File: src/rtl/cpu_tick_gen_if.sv
// cpu_tick_gen_if: rate select, memory-ready handshake and tick outputs
// exchanged between the CPU-side top level and the tick generator.
//   speed_sel  : rate select, divisor = BASE_DIV >> speed_sel
//   mem_ready  : ROM/memory ready; ticks are withheld while low
//   tick       : one-cycle CPU clock enable
//   running    : 1 = RUN, 0 = HALT
//   tick_count : ticks issued since reset, wraps
interface cpu_tick_gen_if #(
    parameter int unsigned CNT_WIDTH = 32
);
    logic [1:0]           speed_sel;
    logic                 mem_ready;
    logic                 tick;
    logic                 running;
    logic [CNT_WIDTH-1:0] tick_count;

    modport master (
        output speed_sel,
        output mem_ready,
        input  tick,
        input  running,
        input  tick_count
    );

    modport slave (
        input  speed_sel,
        input  mem_ready,
        output tick,
        output running,
        output tick_count
    );
endinterface

File: src/rtl/cpu_tick_gen.sv
// cpu_tick_gen: CPU clock-enable generator with selectable rate, run/halt
// toggle and single-step from debounced buttons, gated by memory ready.
// Ports:
//   clk, reset_n       : 12 MHz clock, async active-low reset
//   run_btn, step_btn  : raw asynchronous buttons, active-high
//   bus (slave)        : speed_sel, mem_ready in; tick, running, tick_count out
// Optional feature macro TICK_BREAK_EN adds a PC breakpoint:
//   pc, break_addr, break_en in; break_hit out.
module cpu_tick_gen #(
    parameter int unsigned BASE_DIV        = 187500,
    parameter int unsigned DIV_WIDTH       = 18,
    parameter int unsigned DEBOUNCE_CYCLES = 120000,
    parameter int unsigned CNT_WIDTH       = 32,
    parameter int unsigned RUN_AT_RESET    = 1
) (
    input  logic           clk,
    input  logic           reset_n,
    input  logic           run_btn,
    input  logic           step_btn,
`ifdef TICK_BREAK_EN
    input  logic [15:0]    pc,
    input  logic [15:0]    break_addr,
    input  logic           break_en,
    output logic           break_hit,
`endif
    cpu_tick_gen_if.slave  bus
);

    localparam int unsigned DB_W = (DEBOUNCE_CYCLES > 1) ? $clog2(DEBOUNCE_CYCLES) : 1;
    localparam logic [DB_W-1:0] DB_LAST = DB_W'(DEBOUNCE_CYCLES - 1);

    typedef enum logic {
        HALT = 1'b0,
        RUN  = 1'b1
    } state_t;

    // Index 0 = run button, index 1 = step button
    logic [1:0]          btn_raw;
    logic [1:0]          sync1_q;
    logic [1:0]          sync2_q;
    logic [1:0]          level_q;
    logic [1:0]          evt_q;
    logic [DB_W-1:0]     db_cnt_q [2];

    state_t              state_q;
    logic [DIV_WIDTH-1:0] div_q;
    logic                step_pending_q;
    logic                tick_q;
    logic [CNT_WIDTH-1:0] count_q;

    logic [DIV_WIDTH-1:0] shifted_c;
    logic [DIV_WIDTH-1:0] div_d_c;
    logic                term_c;
    logic                brk_c;
    logic                fire_c;
    logic                run_evt_c;
    logic                step_evt_c;

    assign btn_raw    = {step_btn, run_btn};
    assign run_evt_c  = evt_q[0];
    // Run wins over a simultaneous step
    assign step_evt_c = evt_q[1] & ~evt_q[0];

    // Synchronise and debounce both buttons; emit a pulse on accepted rising level
    always_ff @(posedge clk or negedge reset_n) begin
        if (!reset_n) begin
            sync1_q <= '0;
            sync2_q <= '0;
            level_q <= '0;
            evt_q   <= '0;
            for (int i = 0; i < 2; i++) begin
                db_cnt_q[i] <= '0;
            end
        end else begin
            sync1_q <= btn_raw;
            sync2_q <= sync1_q;
            evt_q   <= '0;
            for (int i = 0; i < 2; i++) begin
                if (sync2_q[i] == level_q[i]) begin
                    db_cnt_q[i] <= '0;
                end else if (db_cnt_q[i] == DB_LAST) begin
                    level_q[i]  <= sync2_q[i];
                    evt_q[i]    <= sync2_q[i];
                    db_cnt_q[i] <= '0;
                end else begin
                    db_cnt_q[i] <= db_cnt_q[i] + DB_W'(1);
                end
            end
        end
    end

    // Effective divisor, terminal detect and tick decision
    always_comb begin
        shifted_c = DIV_WIDTH'(BASE_DIV) >> bus.speed_sel;
        div_d_c   = (shifted_c == '0) ? DIV_WIDTH'(1) : shifted_c;
        // >= so that a speed change below the current count fires immediately
        term_c    = (div_q >= (div_d_c - DIV_WIDTH'(1)));
`ifdef TICK_BREAK_EN
        brk_c     = break_en && (pc == break_addr);
`else
        brk_c     = 1'b0;
`endif
        fire_c    = 1'b0;
        if (state_q == RUN) begin
            fire_c = !run_evt_c && term_c && bus.mem_ready && !brk_c;
        end else begin
            fire_c = !run_evt_c && (step_pending_q || step_evt_c) && bus.mem_ready;
        end
    end

    // Run/halt state, divider, step latch and tick outputs
    always_ff @(posedge clk or negedge reset_n) begin
        if (!reset_n) begin
            state_q        <= (RUN_AT_RESET != 0) ? RUN : HALT;
            div_q          <= '0;
            step_pending_q <= 1'b0;
            tick_q         <= 1'b0;
            count_q        <= '0;
`ifdef TICK_BREAK_EN
            break_hit      <= 1'b0;
`endif
        end else begin
            tick_q <= fire_c;
            if (fire_c) begin
                count_q <= count_q + CNT_WIDTH'(1);
            end
`ifdef TICK_BREAK_EN
            if (evt_q[0] || evt_q[1]) begin
                break_hit <= 1'b0;
            end
`endif
            case (state_q)
                RUN: begin
                    if (run_evt_c) begin
                        state_q <= HALT;
                        div_q   <= '0;
                    end else if (term_c) begin
                        // Hold at terminal until memory is ready
                        if (bus.mem_ready) begin
                            div_q <= '0;
`ifdef TICK_BREAK_EN
                            if (brk_c) begin
                                state_q   <= HALT;
                                break_hit <= 1'b1;
                            end
`endif
                        end
                    end else begin
                        div_q <= div_q + DIV_WIDTH'(1);
                    end
                end
                default: begin
                    div_q <= '0;
                    if (run_evt_c) begin
                        state_q        <= RUN;
                        step_pending_q <= 1'b0;
                    end else if (fire_c) begin
                        step_pending_q <= 1'b0;
                    end else if (step_evt_c) begin
                        step_pending_q <= 1'b1;
                    end
                end
            endcase
        end
    end

    assign bus.tick       = tick_q;
    assign bus.running    = (state_q == RUN);
    assign bus.tick_count = count_q;

endmodule

File: src/flat_wrapper.sv
// flat-port wrapper written by rule: the top's interface ports become plain ports
module cpu_tick_gen_flat 
#(
    parameter int unsigned BASE_DIV        = 187500,
    parameter int unsigned DIV_WIDTH       = 18,
    parameter int unsigned DEBOUNCE_CYCLES = 120000,
    parameter int unsigned CNT_WIDTH       = 32,
    parameter int unsigned RUN_AT_RESET    = 1
)
  (clk, reset_n, run_btn, step_btn, bus_speed_sel, bus_mem_ready, bus_tick, bus_running, bus_tick_count);
  cpu_tick_gen_if #(.CNT_WIDTH(CNT_WIDTH)) bus_i ();
  input  logic clk;
  input  logic reset_n;
  input  logic run_btn;
  input  logic step_btn;
  input wire logic [$bits(bus_i.speed_sel)-1:0] bus_speed_sel;
  input wire logic [$bits(bus_i.mem_ready)-1:0] bus_mem_ready;
  output wire logic [$bits(bus_i.tick)-1:0] bus_tick;
  output wire logic [$bits(bus_i.running)-1:0] bus_running;
  output wire logic [$bits(bus_i.tick_count)-1:0] bus_tick_count;
  assign bus_i.speed_sel = bus_speed_sel;
  assign bus_i.mem_ready = bus_mem_ready;
  assign bus_tick = bus_i.tick;
  assign bus_running = bus_i.running;
  assign bus_tick_count = bus_i.tick_count;
  cpu_tick_gen #(.BASE_DIV(BASE_DIV), .DIV_WIDTH(DIV_WIDTH), .DEBOUNCE_CYCLES(DEBOUNCE_CYCLES), .CNT_WIDTH(CNT_WIDTH), .RUN_AT_RESET(RUN_AT_RESET)) u_core (.clk(clk), .reset_n(reset_n), .run_btn(run_btn), .step_btn(step_btn), .bus(bus_i));
endmodule
File: config.mk
export PLATFORM = sky130hd
export DESIGN_NAME = cpu_tick_gen_flat
export DESIGN_NICKNAME = d
export VERILOG_FILES = /design/src/rtl/cpu_tick_gen_if.sv /design/src/rtl/cpu_tick_gen.sv /design/src/flat_wrapper.sv
export SDC_FILE = /design/constraint.sdc
export NUM_CORES = 1
export LEC_CHECK = 0
export ABC_AREA = 1
export CORE_MARGIN = 2
export CORE_UTILIZATION = 46
export DETAILED_ROUTE_END_ITERATION = 8
export GPL_TIMING_DRIVEN = 0
export PLACE_DENSITY = 0.72
export SYNTH_ARGS = -nofsm -noshare
export SYNTH_HDL_FRONTEND = slang
export SYNTH_SLANG_ARGS = --single-unit
File: constraint.sdc
create_clock -name clk -period 2.8 [get_ports clk]
set_input_delay 0.56 -clock clk [delete_from_list [all_inputs] [get_ports clk]]
set_output_delay 0.56 -clock clk [all_outputs]
set_load 0.02 [all_outputs]
==> results.ini <==
[worst_setup_path]
reg2reg_to = u_core.div_q[12]
end_kind = flip-flop
ff2ff_setup_slack_ns = 0.75
worst_r2r_path_depth = 12
rr_startpoint = u_core.div_q[13]
critPathArrivalTime_ns = 2.73
crit_type = input port to flip-flop
required_ns = 3.04
start_kind = input port
worst-path-max-fanout = 10

[power]
clockPowerShare = 0.449
p_sw_frac = 0.2463
p_leak_nw = 3.403
p_switching_mw = 0.6640
p_int_mw = 2.032
pwr-share-seq = 0.515
p_comb_frac = 0.036
vdd_drop_max_uv = 277.6
cellPowerDensity_mw_per_mm2 = 373.6

[sta]
fin_tns_setup_ns = 0
period_needed_ns = 2.488
fin_ws_ns = 0.3125
hold_violations = 0
rsz0062_at_grt = false
maxSlewViolCount = 0
post-route-period-util = 0.8884
fmax_mhz = 402.0
tightest_slew_ns = 0.4665
relSlewSlack = 0.6866
finClkSkew_ns = 0.01010
holdWs_ns = 0.1186
setup_viol = 0

[synth]
synthDominantCellAreaShare = 0.3742
syn_nets = 908
synth_edf_count = 0
yosysTopAreaCell = dfrtp_1
synth-async-reset-ratio = 1.000
yosysWarnings = 0
synth_cell_types = 40
ys.flop_type = dfrtp_1
ys_seq_area_frac = 0.3784
synth_cells = 870
synth.ff_latch_count = 95
synth_area_mm2 = 0.006286
netlist_top_cells_area = dfrtp_1, nand2_1, nor2_1
synth_area_per_cell_um2 = 7.225

[floorplan]
num_rows = 42
dieArea_mm2 = 0.01462
pin_count = 41
fp.dieH_um = 120.9
die_w_um = 120.9
coreArea_mm2 = 0.01330
initial_utilization = 0.4728

[flow_run]
max-cap-violations = 0

[global_route]
grtUsageTotal = 0.2147
antenna_found_initial = 0
grt_pass1_wl_um = 25240
grt_pass1_vias = 5292
grt_overflow = 0
grt_max_degree = 70

[placed_design]
place_worst_setup_slack_ns = -0.6622
detailed_place_hpwl_um = 11020
io_buffers = 40
place_area_mm2 = 0.006932
post-place-cells = 1087
place.gp.congestion = 0.9488

[final_layout]
n_antenna_cell = 0
syn2layout_area_growth_pct = 14.81
nets = 960
finalNonFillerCells = 1103
drive_gt1_frac = 0.07443
post-route-cell-area_mm2 = 0.007217

[route]
drc_errors = 0
routed_wl_um = 14520
vias = 5656
viasPerCell = 5.128
dr.first_iter.drc_count = 373
first_pass_iters = 5
final_antenna_net_count = 0
post_drt_wl_per_cell_um = 13.16

[clock_tree]
cts_sinks = 95
cts.root.buffer_cell = clkbuf_16
htree_levels = 3
path_clk_slew_ns = 0.07
insertion_delay_ns = 0.36
postCtsSetupBuffers = 0
cts_buffers = 9
hold_buffers = 0
cts_buffer_depth = 2
cts_tree = built

[run_status]
status = finished clean

[min_path]
min_path_type = input port to async pin

## registers in the layout, indices dropped and copies added (netlist names)
name,count
u_core.step_pending_q,1
u_core.level_q,2
u_core.evt_q,2
u_core.bus.tick_count,32
u_core.bus.running,1
u_core.db_cnt_q,34
u_core.div_q,18
u_core.sync2_q,2
u_core.bus.tick,1
u_core.sync1_q,2
## per-stage QoR
stage          total power, mW    util
3_5_place_dp             1.519  0.5214
4_1_cts                  2.723  0.5432
2_1_floorplan            1.460       -
5_1_grt                  2.798  0.5428
6_report                 2.696  0.5428
3_3_place_gp             1.512  0.5195
## worst max-delay path by stage
stage	startpoint	endpoint	slack (ns)	cells after the start
6_report	bus_speed_sel[1]	u_core.div_q[12]	0.31	20
3_5_place_dp	bus_speed_sel[0]	u_core.div_q[0]	-0.66	16
2_1_floorplan	bus_speed_sel[0]	u_core.bus.tick_count[3]	0.45	16
4_1_cts	bus_speed_sel[0]	u_core.div_q[12]	0.02	18
3_3_place_gp	reset_n	u_core.bus.tick_count[20]	-2.37	1
5_1_grt	bus_speed_sel[1]	u_core.bus.tick_count[25]	0.06	17
## cells in the mapped netlist (2+ instances only)
| cell type | n |
|---|---|
| or2_2 | 2 |
| nor2_1 | 117 |
| nand2_1 | 276 |
| nand3b_1 | 11 |
| nand4_1 | 32 |
| a31o_2 | 4 |
| xor2_1 | 34 |
| buf_4 | 3 |
| nor3_1 | 30 |
| nor4_1 | 5 |
| nor3_2 | 3 |
| buf_2 | 8 |
| nand3_1 | 80 |
| xnor2_1 | 11 |
| dfrtp_1 | 94 |
| inv_2 | 5 |
| nand3_2 | 2 |
| inv_1 | 80 |
| ha_1 | 31 |
| o21a_1 | 2 |
| nor2_2 | 7 |
| a21oi_1 | 8 |
| buf_1 | 2 |
| nor3b_1 | 3 |
| nor2_4 | 3 |
| nand2_2 | 3 |
## power groups by stage
stage / Combinational, mW / Sequential, mW / Clock (mW)
floorplan: 0.0459 / 1.41 / 0
global placement: 0.0955 / 1.42 / 0
detailed placement: 0.103 / 1.42 / 0
CTS: 0.102 / 1.39 / 1.23
global route: 0.118 / 1.39 / 1.29
finish: 0.0976 / 1.39 / 1.21
## cell type report
class / count / area [um^2]
Timing Repair Buffer: 41 / 415.4
Tap cell: 176 / 220.2
Clock inverter: 7 / 65.06
Inverter: 86 / 322.8
Clock buffer: 9 / 225.2
Multi-Input combinational cell: 674 / 3505
Fill cell: 1292 / 6078
Buffer: 15 / 85.08
Sequential cell: 95 / 2379
## cell families (layout without fill, tap and decap cells)
group,Yosys count,after routing,share of synthesized area
AOI/OAI and AO/OA,21,21,0.02408
DFF,95,95,0.3784
adders and majority gates,31,31,0.06170
xor gates and xnor gates,45,45,0.06270
buffers and inverters,101,158,0.06489
and+or+nand+nor,577,577,0.4082
## cells in the final DEF (no fill, tap or decap), drive strengths merged
| cell type | count |
|---|---|
| a21boi | 1 |
| a21o | 1 |
| a21oi | 8 |
| a31o | 4 |
| a31oi | 1 |
| buf | 16 |
| clkbuf | 12 |
| clkdlybuf4s50 | 37 |
| clkinv | 5 |
| dfrtp | 94 |
| dfstp | 1 |
| ha | 31 |
| inv | 88 |
| nand2 | 280 |
| nand3 | 83 |
| nand3b | 11 |
| nand4 | 32 |
| nor2 | 127 |
| nor3 | 34 |
| nor3b | 3 |
| nor4 | 5 |
| o211ai | 1 |
| o21a | 2 |
| o21ai | 2 |
| o21bai | 1 |
| or2 | 2 |
| xnor2 | 11 |
| xor2 | 34 |
## repair_timing
item,CTS,global route
pin swaps,0,0
resized for setup,3,6
endpoints found under the setup margin,51,51
## per-layer routing
metal,vias up,part of all wire,global-route usage
met5,-,0,0
met4,0,0.015,0.06468
met3,17,0.049,0.03336
met2,145,0.46,0.3452
met1,2581,0.48,0.2988
li1,2913,-,-
## critical path, cell delays in order
cell and delay, ns:
clkbuf_2 0.18, inv_1 0.13, ha_1 0.28, inv_1 0.10, nand3_1 0.07, nand2_1 0.08
ha_1 0.24, nand2_1 0.09, inv_1 0.04, nand2_1 0.05, nand2_1 0.04, nand2_1 0.05
nand2_1 0.06, nand2_1 0.15, nand3_2 0.13, nand2_1 0.09, inv_2 0.09, buf_6 0.16
nand2_1 0.06, nand2_1 0.06
No activity file was read; power rests on OpenSTA's default activity.
